==> config.mk <==
export PLATFORM = sky130hd
export DESIGN_NAME = vde_bump_batcher_flat
export DESIGN_NICKNAME = d
export VERILOG_FILES = /design/src/rtl/vde_pkg.sv /design/src/rtl/vde_bump_batcher_if.sv /design/src/rtl/vde_bump_batcher.sv /design/src/flat_wrapper.sv
export SDC_FILE = /design/constraint.sdc
export NUM_CORES = 1
export LEC_CHECK = 0
export ABC_AREA = 0
export CORE_ASPECT_RATIO = 1.1
export CORE_MARGIN = 2
export CORE_UTILIZATION = 40
export CTS_CLUSTER_SIZE = 12
export DETAILED_ROUTE_END_ITERATION = 10
export GPL_ROUTABILITY_DRIVEN = 0
export MAX_ROUTING_LAYER = met4
export PLACE_DENSITY_LB_ADDON = 0.1
export SYNTH_ARGS = -nofsm -noshare
export SYNTH_HDL_FRONTEND = slang
export SYNTH_SLANG_ARGS = --single-unit
==> constraint.sdc <==
create_clock -name clk -period 21.2 [get_ports clk]
set_input_delay 6.36 -clock clk [delete_from_list [all_inputs] [get_ports clk]]
set_output_delay 6.36 -clock clk [all_outputs]
set_load 0.05 [all_outputs]
==> src/rtl/vde_pkg.sv <==
`default_nettype none
// +-----------------------------------------------------------------------+
// | Package  : vde_pkg                                                     |
// | Brief    : Shared constants and state type for the VDE bump batcher.   |
// | Revision : 1.0  initial release                                        |
// +-----------------------------------------------------------------------+
package vde_pkg;
   localparam int BATCH_MAX = 8;
   localparam int VAR_W     = 32;
   localparam int CNT_W     = 4;

   typedef enum logic [1:0] {
      COLLECT  = 2'd0,
      WAIT_VDE = 2'd1,
      ISSUE    = 2'd2,
      HOLDOFF  = 2'd3
   } bb_state_e;
endpackage
`default_nettype wire

==> src/rtl/vde_bump_batcher_if.sv <==
`default_nettype none
// +-----------------------------------------------------------------------+
// | Interface: vde_bump_batcher_if                                         |
// | Brief    : Learned-literal stream in, packed bump batch out.           |
// | Revision : 1.0  initial release                                        |
// +-----------------------------------------------------------------------+
interface vde_bump_batcher_if;
   import vde_pkg::*;

   logic                             in_valid;
   logic                             in_ready;
   logic [VAR_W-1:0]                 in_var;
   logic                             in_last;
   logic [CNT_W-1:0]                 bump_count;
   logic [BATCH_MAX-1:0][VAR_W-1:0]  bump_vars;
   logic                             decay;

   modport master (
      output in_valid, in_var, in_last,
      input  in_ready, bump_count, bump_vars, decay
   );

   modport slave (
      input  in_valid, in_var, in_last,
      output in_ready, bump_count, bump_vars, decay
   );
endinterface
`default_nettype wire

==> src/rtl/vde_bump_batcher.sv <==
`default_nettype none
// +-----------------------------------------------------------------------+
// | Module   : vde_bump_batcher                                            |
// | Brief    : Collects deduplicated learned-clause vars into 8-slot bump  |
// |            batches, issued once the VDE is idle, with clause decay.    |
// | Revision : 1.0  initial release                                        |
// +-----------------------------------------------------------------------+
module vde_bump_batcher #(
   parameter int BATCH_MAX = vde_pkg::BATCH_MAX
) (
   input  wire logic                       clk,
   input  wire logic                       reset,
   vde_bump_batcher_if.slave               bif,
   input  wire logic [vde_pkg::VAR_W-1:0]  max_var,
   input  wire logic                       flush,
   input  wire logic                       vde_pending_ops,
   output logic                            busy
);
   import vde_pkg::*;

   localparam logic [CNT_W-1:0] C_FULL = CNT_W'(BATCH_MAX);

   bb_state_e                       r_state;
   bb_state_e                       w_state_nxt;
   logic                            w_issue_nxt;
   logic [CNT_W-1:0]                r_count;
   logic [VAR_W-1:0]                r_slot [BATCH_MAX];
   logic                            r_last_seen;
   logic [CNT_W-1:0]                r_bump_count;
   logic [BATCH_MAX-1:0][VAR_W-1:0] r_bump_vars;
   logic                            r_decay;
   logic [BATCH_MAX-1:0]            w_dup;
   logic                            w_accept;
   logic                            w_in_range;
   logic                            w_store;
   logic                            w_close;

   assign bif.in_ready = (r_state == COLLECT) && !flush;
   assign w_accept     = bif.in_valid && bif.in_ready;
   assign busy         = (r_state != COLLECT) || (r_count != '0);

   generate
      for (genvar g = 0; g < BATCH_MAX; g++) begin : g_dup
         assign w_dup[g] = (CNT_W'(g) < r_count) && (r_slot[g] == bif.in_var);
      end
   endgenerate

   assign w_in_range = (bif.in_var != '0) && (bif.in_var <= max_var);
   assign w_store    = w_accept && w_in_range && !(|w_dup);
   assign w_close    = w_accept && (bif.in_last || (w_store && (r_count + 1'b1 == C_FULL)));

   always_ff @(posedge clk or posedge reset) begin
      if (reset) r_state <= COLLECT;
      else       r_state <= w_state_nxt;
   end

   always_comb begin
      w_state_nxt = r_state;
      w_issue_nxt = 1'b0;
      case (r_state)
         COLLECT:  if (w_close) w_state_nxt = WAIT_VDE;
         WAIT_VDE: if (!vde_pending_ops) w_state_nxt = ISSUE;
         ISSUE:    w_state_nxt = HOLDOFF;
         HOLDOFF:  w_state_nxt = COLLECT;
         default:  w_state_nxt = COLLECT;
      endcase
      if (flush) w_state_nxt = COLLECT;
      w_issue_nxt = (w_state_nxt == ISSUE);
   end

   // Batch storage; HOLDOFF empties it so the next batch starts clean.
   always_ff @(posedge clk or posedge reset) begin
      if (reset) begin
         r_count     <= '0;
         r_last_seen <= 1'b0;
         for (int i = 0; i < BATCH_MAX; i++) r_slot[i] <= '0;
      end else if (flush || (r_state == HOLDOFF)) begin
         r_count     <= '0;
         r_last_seen <= 1'b0;
         for (int i = 0; i < BATCH_MAX; i++) r_slot[i] <= '0;
      end else if (r_state == COLLECT) begin
         for (int i = 0; i < BATCH_MAX; i++) begin
            if (w_store && (r_count == CNT_W'(i))) r_slot[i] <= bif.in_var;
         end
         if (w_store)                 r_count     <= r_count + 1'b1;
         if (w_accept && bif.in_last) r_last_seen <= 1'b1;
      end
   end

   always_ff @(posedge clk or posedge reset) begin
      if (reset) begin
         r_bump_count <= '0;
         r_bump_vars  <= '0;
         r_decay      <= 1'b0;
      end else begin
         r_bump_count <= '0;
         r_bump_vars  <= '0;
         r_decay      <= 1'b0;
         if (w_issue_nxt) begin
            r_bump_count <= r_count;
            for (int i = 0; i < BATCH_MAX; i++) r_bump_vars[i] <= r_slot[i];
            r_decay <= r_last_seen;
         end
      end
   end

   // A flush landing on the issue cycle suppresses the pulse already on the outputs.
   assign bif.bump_count = flush ? '0 : r_bump_count;
   assign bif.bump_vars  = flush ? '0 : r_bump_vars;
   assign bif.decay      = flush ? 1'b0 : r_decay;
endmodule
`default_nettype wire
==> src/flat_wrapper.sv <==
// flat-port wrapper written by rule: the top's interface ports become plain ports
module vde_bump_batcher_flat import vde_pkg::*;
#(
   parameter int BATCH_MAX = vde_pkg::BATCH_MAX
)
  (clk, reset, max_var, flush, vde_pending_ops, busy, bif_in_valid, bif_in_var, bif_in_last, bif_in_ready, bif_bump_count, bif_bump_vars, bif_decay);
  vde_bump_batcher_if bif_i ();
  input  wire logic clk;
  input  wire logic reset;
  input  wire logic [vde_pkg::VAR_W-1:0] max_var;
  input  wire logic flush;
  input  wire logic vde_pending_ops;
  output logic busy;
  input wire logic [$bits(bif_i.in_valid)-1:0] bif_in_valid;
  input wire logic [$bits(bif_i.in_var)-1:0] bif_in_var;
  input wire logic [$bits(bif_i.in_last)-1:0] bif_in_last;
  output wire logic [$bits(bif_i.in_ready)-1:0] bif_in_ready;
  output wire logic [$bits(bif_i.bump_count)-1:0] bif_bump_count;
  output wire logic [$bits(bif_i.bump_vars)-1:0] bif_bump_vars;
  output wire logic [$bits(bif_i.decay)-1:0] bif_decay;
  assign bif_i.in_valid = bif_in_valid;
  assign bif_i.in_var = bif_in_var;
  assign bif_i.in_last = bif_in_last;
  assign bif_in_ready = bif_i.in_ready;
  assign bif_bump_count = bif_i.bump_count;
  assign bif_bump_vars = bif_i.bump_vars;
  assign bif_decay = bif_i.decay;
  vde_bump_batcher #(.BATCH_MAX(BATCH_MAX)) u_core (.clk(clk), .reset(reset), .bif(bif_i), .max_var(max_var), .flush(flush), .vde_pending_ops(vde_pending_ops), .busy(busy));
endmodule
==> results.sh <==
export IMPL_pre_cts_slack_ns=5.39
export IMPL_synth_distinct_cells=53
export IMPL_powerDensity_nw_per_um2=70.0
export IMPL_postCtsResizedCells=0
export IMPL_syn_to_final_growth_pct=22.3
export IMPL_final_nets=2748
export IMPL_drc=0
export IMPL_coreArea_um2=63400
export IMPL_cts_buffers=55
export IMPL_required_ns=14.84
export IMPL_drt_antenna_violating_nets=0
export IMPL_worst_pin_slew_ns=1.24
export IMPL_synthMuxAreaShare_pct=10.2
export IMPL_r2r_start="u_core.r_count[1]"
export IMPL_synth_most_common_cell="dfrtp_1"
export IMPL_period_share_pct=74.6
export IMPL_viasPerCell=5.48
export IMPL_async_flop_share_pct=100
export IMPL_hold_viol=0
export IMPL_ctsLongestPathBuffers=3
export IMPL_fmax_ghz=0.0633
export IMPL_rr_worst_depth=9
export IMPL_initial_core_util_pct=40.3
export IMPL_crit_fanout=108
export IMPL_rows=97
export IMPL_grt_antenna_before_repair=5
export IMPL_drtIter0Drc=1966
export IMPL_grt_setup_unrepaired="no"
export IMPL_yosysTopAreaCell="dfrtp_1"
export IMPL_num_io_pins=333
export IMPL_cts_setup_buffers=0
export IMPL_synthSimpleGateAreaFrac_pct=22.4
export IMPL_fin_crit_ns=15.81
export IMPL_synthTopCellsByCount="dfrtp_1, nand2_1, nor2b_1, and3_1, mux2i_1"
export IMPL_setup_violations=0
export IMPL_yosysWarnings=0
export IMPL_startpoint_type="primary input"
export IMPL_max_vdd_ir_drop_uv=57.5
export IMPL_place_port_buffers=332
export IMPL_clk_pin_slew_ns=0.06
export IMPL_p_leak_nw=16.3
export IMPL_cp_startpoint="flush"
export IMPL_syn_cell_area_um2=25500
export IMPL_hp_start="u_core.r_last_seen"
export IMPL_outcome="complete, no violations"
export IMPL_routed_wl_um=95400
export IMPL_critPathKind="in2out"
export IMPL_hp_class="reg2reg"
export IMPL_critPathMaxStageDelay_ns=0.82
export IMPL_synth_xor_area_share_pct=8.72
export IMPL_grtUsageTotal_pct=29.6
export IMPL_regToRegEndpoint="u_core.r_slot[107]"
export IMPL_clock_latency_ns=0.63
export IMPL_slowest_stage="buf_4"
export IMPL_synth_compound_area_share_pct=1.31
export IMPL_synth_top_family_by_area="simple AND/OR/NAND/NOR gates"
export IMPL_avgSynthCellArea_um2=10.7
export IMPL_die_w_um=245
export IMPL_synth_edf_count=0
export IMPL_cpMostUsedCell="buf_4"
export IMPL_r2r_slack_ns=17.15
export IMPL_cp_arrival_ns=9.45
export IMPL_endpoint="bif_bump_vars[197]"
export IMPL_grt_first_pass_wirelength_um=137000
export IMPL_syn_num_nets=2490
export IMPL_fp_dieH_um=269
export IMPL_synth_fa_ha_area_share_pct=1.77
export IMPL_synth_area_top_cells="dfrtp_1, mux2i_1, nor2b_1, and3_1, xor2_1"
export IMPL_syn_inst=2384
export IMPL_dieArea_um2=65800
export IMPL_grt_overflow=0
export IMPL_synthFlopType="dfrtp_1"
export IMPL_cts_num_sinks=524
export IMPL_first_pass_iters=5
export IMPL_cap_violations=0
export IMPL_grt_max_degree=214
export IMPL_setup_tns_ns=0
export IMPL_crit_path_end_kind="output port"
export IMPL_post_drt_wl_per_cell_um=27.1
export IMPL_drv_slew=0
export IMPL_fin_skew_ns=0.0303
export IMPL_cp_cell_sequence="clkbuf_8 > buf_4 > buf_4 > nor2b_1 > clkdlybuf4s50_1"
export IMPL_cts_tree="yes"
export IMPL_synthDominantCellAreaShare_pct=51.4
export IMPL_grt_pass1_vias=19400
export IMPL_cts_hold_buf=0
export IMPL_drive_gt1_share_pct=5.71
export IMPL_setup_ws_ns=5.39
export IMPL_yosysSeqAreaShare_pct=51.4
export IMPL_h_tree_depth=2
export IMPL_cts_root_buf="clkbuf_16"
export IMPL_max_slew_margin_rel_pct=16.9
export IMPL_ys_ff_latch=524
export IMPL_hpwl_um=60500
export IMPL_vias=19300
==> power by group <==
group	switching (mW)	internal, mW	leakage [nW]	total [mW]
registers	0.00738	1.01	7.32	1.01
clock network	0.408	0.551	0.870	0.959
logic	0.159	0.0521	8.13	0.211
total	0.574	1.61	16.3	2.18
==> flip-flops by register name, indices dropped and copies added (netlist names) <==
signal and count:
u_core.r_bump_count 4, u_core.r_count 4, u_core.r_decay 1, u_core.r_state 2, u_core.r_bump_vars 256, u_core.r_last_seen 1
u_core.r_slot 256
==> kinds of logic after synthesis <==
group                      after synthesis
and+or+nand+nor                       1038
DFF                                    524
muxes                                  259
xor gates and xnor gates               254
buffers and inverters                  225
AOI/OAI and AO/OA                       48
adders and majority gates               36
==> how the worst min path moves through the flow <==
stage                          to  cells past startpoint  slack [ns]
2_1_floorplan  u_core.r_last_seen                      2        0.45
3_3_place_gp   u_core.r_last_seen                      2        0.47
3_5_place_dp   u_core.r_last_seen                      2        0.48
4_1_cts        u_core.r_last_seen                      2        0.49
5_1_grt        u_core.r_last_seen                      2        0.52
6_report       u_core.r_last_seen                      2        0.50
==> per-layer routing <==
layer | routed length [µm] | track usage (%) | vias up
met3 | 6100 | 4.40 | 254
met2 | 43700 | 45.2 | 860
met1 | 40600 | 39.0 | 9671
met4 | 5030 | 13.5 | 0
li1 | - | - | 8516
met5 | 0 | - | -
==> placed cells by master (no fill, tap or decap), types with 13 or more instances in the layout <==
cell type        netlist  layout
mux2i_1              258     258
xnor2_1               72      72
buf_4                 35      50
clkdlybuf4s50_1        0     331
inv_1                 41      40
nor2b_1              269     269
and3_1               264     264
xor2_1               182     182
nor4_1                73      73
nor2_1                19      18
nor3_1                17      17
clkbuf_1             123      13
nand3_1               13      13
clkbuf_8               0      14
nand2_1              308     308
a21oi_1               18      17
ha_1                  36      36
dfrtp_1              524     524
clkbuf_16              0      56
nand4_1               43      43
==> metrics by stage <==
stage | instances | power, mW | hold WS [ns] | area (µm²) | utilization (%)
2_1_floorplan | 2384 | 1.15 | 0.454 | 25500 | -
3_3_place_gp | 3425 | 1.23 | 0.471 | 29400 | 46.4
3_5_place_dp | 3425 | 1.24 | 0.477 | 29400 | 46.4
4_1_cts | 3520 | 2.19 | 0.492 | 31200 | 49.2
5_1_grt | 3524 | 2.25 | 0.525 | 31200 | 49.3
6_report | 3525 | 2.18 | 0.498 | 31200 | 49.3
==> layout make-up <==
class	count	area, µm²
fillers	5844	32100
flip-flops and latches	524	13100
multi-input cells	1635	11300
repair buffers	385	3760
clock buffers	82	1630
well taps	841	1050
inverters	41	161
clock inverters	13	133
diodes	4	10.0
==> worst max-delay path, delay by kind of cell <==
kind / cells / cell delay [ns]
buffers and inverters: 4 / 2.75
and+or+nand+nor: 1 / 0.13
Note: power is estimated with default switching activity, not from simulation.
==> RTL change: new RTL, same settings <==
Reset style: synchronous (`reset`), changed in 3 clocked blocks.
--- a/src/rtl/vde_bump_batcher.sv
+++ b/src/rtl/vde_bump_batcher.sv
@@ -50,5 +50,5 @@
    assign w_close    = w_accept && (bif.in_last || (w_store && (r_count + 1'b1 == C_FULL)));
 
-   always_ff @(posedge clk or posedge reset) begin
+   always_ff @(posedge clk) begin
       if (reset) r_state <= COLLECT;
       else       r_state <= w_state_nxt;
@@ -70,5 +70,5 @@
 
    // Batch storage; HOLDOFF empties it so the next batch starts clean.
-   always_ff @(posedge clk or posedge reset) begin
+   always_ff @(posedge clk) begin
       if (reset) begin
          r_count     <= '0;
@@ -88,5 +88,5 @@
    end
 
-   always_ff @(posedge clk or posedge reset) begin
+   always_ff @(posedge clk) begin
       if (reset) begin
          r_bump_count <= '0;
Check against the original RTL: not settled (the Yosys comparison gave no result); the edit may change what the design does.
==> RTL change against the unedited design <==
Clock skew shrank 14 ps. Final area is 8.2% lower. Power increased by 2.9%. Wire length decreased by 13%. Sequential power is 8% higher. Worst hold slack got worse by 13 ps. Non-clock buffer count down 2. Area after synthesis down 10%. Critical endpoint is now bif_bump_vars[217]. Critical path type unchanged. Sequential cell count unchanged. Worst setup slack better by 250 ps. Cell count shrank 9.9%.
==> RTL change: results (changes against the unedited design) <==
The flow ran to the end, and the final reports show no timing, DRC or antenna violations. The peak fanout along the critical path came out at 117 (+8.3%). The part of the Yosys area used for sequential elements came out at 55.7% (+4.3 points). The total routing resource utilization after global routing is 28.3% (-1.3 points). The number of distinct library cells after synthesis is 51 (-3.8%).

Sorting the synthesized cells by area gives the leading types as sky130_fd_sc_hd__edfxtp_1, sky130_fd_sc_hd__dfxtp_1, sky130_fd_sc_hd__xnor2_1. The final-stage net count is 2,493 (-9.3%). The global-route met2 utilization was 42.3% (-2.9 points).

The routing usage on met3 came out at 4.62% (+0.22 points). The commonest cells after synthesis are sky130_fd_sc_hd__dfxtp_1, sky130_fd_sc_hd__nor2b_1, sky130_fd_sc_hd__and2_1, sky130_fd_sc_hd__xnor2_1, sky130_fd_sc_hd__edfxtp_1. The setup slack at placement came out at 5560 ps (+174 ps).

The number of buffer cells added on primary ports is 332 (unchanged). The global-route wire length before repair came to 117,000 um (-15%). The number of levels the H-tree was split into came out at 2 (unchanged).

The setup fix buffers added after clock tree synthesis came out at 0 (unchanged). The initial antenna violation count came to 0 (-5). The HPWL after detailed placement is 53,400 um (-12%). The via count of the first global-routing pass is 16,677 (-14%).

The count of TritonRoute iterations in the first routing pass came out at 7 (+2). The worst slew margin relative to its limit is 15.1% (-1.8 points). The static leakage is 0.0102 uW (-38%).

The number of synthesized flops with an enable pin was 224 (+224). The final clock skew came to 16.0 ps (-14.3 ps). The share of synthesized registers carrying an async set or reset was 0% (-100 points). The detailed-route vias per instance came to 5.39 (-1.5%). The clock transition at the registers of the reported paths is 60 ps (about the same). The largest registers in the layout are u_core.r_bump_vars: 256 flops, u_core.r_slot: 256 flops. The pin count of the biggest net entering global routing is 218 (+1.9%). The number of warnings reported in the yosys synthesis log came to 0 (unchanged).

The maximum ir drop on the vdd rail is 0.0000559 V (-2.8%). The net count after synthesis came out at 2,218 (-11%). The total of cells resized after clock tree synthesis is 0 (unchanged).

The share of cells above drive strength 1 is 6.45% (+0.74 points). The met1 usage is 38.8% (-0.21 points). The tightest min-delay check is of the reg -> reg type. The post-detailed-route wirelength per cell came out at 26.1 um (-3.5%). The number of antenna cells inserted came out at 0 (-4). The clock latency on the worst-skew pair is 620 ps. The DRC violation total after the first TritonRoute iteration came out at 1,932 (-1.7%).

The number of fill cells in the layout is 5,118 (-12%). The clock buffer count from CTS came out at 55 (unchanged). The maximum clock path buffer count is 3 (unchanged). The cell at the root of the clock tree is sky130_fd_sc_hd__clkbuf_16.
[RTL change: cell types whose count changed in the layout (fill, tap and decap cells not counted), moves of 224 or more]
| cell | delta |
|---|---|
| sky130_fd_sc_hd__and2_1 | +259 |
| sky130_fd_sc_hd__and3_1 | -262 |
| sky130_fd_sc_hd__nand2_1 | -228 |
| sky130_fd_sc_hd__dfrtp_1 | -524 |
| sky130_fd_sc_hd__edfxtp_1 | +224 |
| sky130_fd_sc_hd__dfxtp_1 | +300 |
[RTL change: logic make-up (layout without fill, tap and decap cells)]
family / Yosys count / after routing / share of synthesized area [%]
and+or+nand+nor: 979 / 979 / 25.3
DFF: 524 / 524 / 55.7
xor gates and xnor gates: 257 / 257 / 9.86
buffers and inverters: 233 / 554 / 4.21
AOI/OAI and AO/OA: 48 / 48 / 1.38
adders and majority gates: 36 / 36 / 1.97
muxes: 35 / 35 / 1.53
[RTL change: layer usage]
| metal | vias up | routed length [um] |
|---|---|---|
| met3 | 177 | 7780 |
| met4 | 0 | 3210 |
| met1 | 8334 | 35100 |
| met5 | - | 0 |
| met2 | 936 | 36800 |
| li1 | 7679 | - |
[RTL change: final timing paths]
kind	start	endpoint	slack [ps]	cells past startpoint
worst min register to register	u_core.r_slot[0][7]	u_core.r_slot[0][7]	490	2
worst max-delay path	flush	bif_bump_vars[217]	5640	5
worst min-delay path	u_core.r_slot[0][7]	u_core.r_slot[0][7]	490	2
worst max register to register	u_core.r_count[1]	u_core.r_slot[1][68]	16890	12
[RTL change: final cells by class]
| cell class | instances | area (um^2) | share of cell area [%] |
|---|---|---|---|
| Inverter | 68 | 255 | 0.890 |
| Sequential cell | 524 | 12700 | 44.4 |
| Multi-Input combinational cell | 1355 | 9200 | 32.1 |
| Timing Repair Buffer | 383 | 3720 | 13.0 |
| Clock inverter | 9 | 97.6 | 0.340 |
| Clock buffer | 94 | 1730 | 6.04 |
| Tap cell | 744 | 931 | 3.25 |
[RTL change: worst max-delay path, cell delays in order]
cell and delay (ps):
sky130_fd_sc_hd__clkbuf_8 530, sky130_fd_sc_hd__buf_4 590, sky130_fd_sc_hd__buf_4 710, sky130_fd_sc_hd__nor2b_1 120
sky130_fd_sc_hd__clkdlybuf4s50_1 750
[RTL change: through the flow]
stage	area [um^2]	instances	utilization (%)	total power (uW)
floorplan	22800	2112	-	1200
global placement	26800	3074	47.7	1280
detailed placement	26800	3074	47.7	1280
CTS	28700	3177	51.0	2250
global route	28700	3177	51.0	2310
finish	28700	3177	51.0	2250
[RTL change: where the power goes]
part / switching (uW) / internal (uW) / leakage (uW) / total [uW]
registers: 17.8 / 1070 / 0.00491 / 1090
clock network: 403 / 576 / 0.000900 / 978
logic: 122 / 57.6 / 0.00435 / 180
total: 543 / 1700 / 0.0102 / 2250
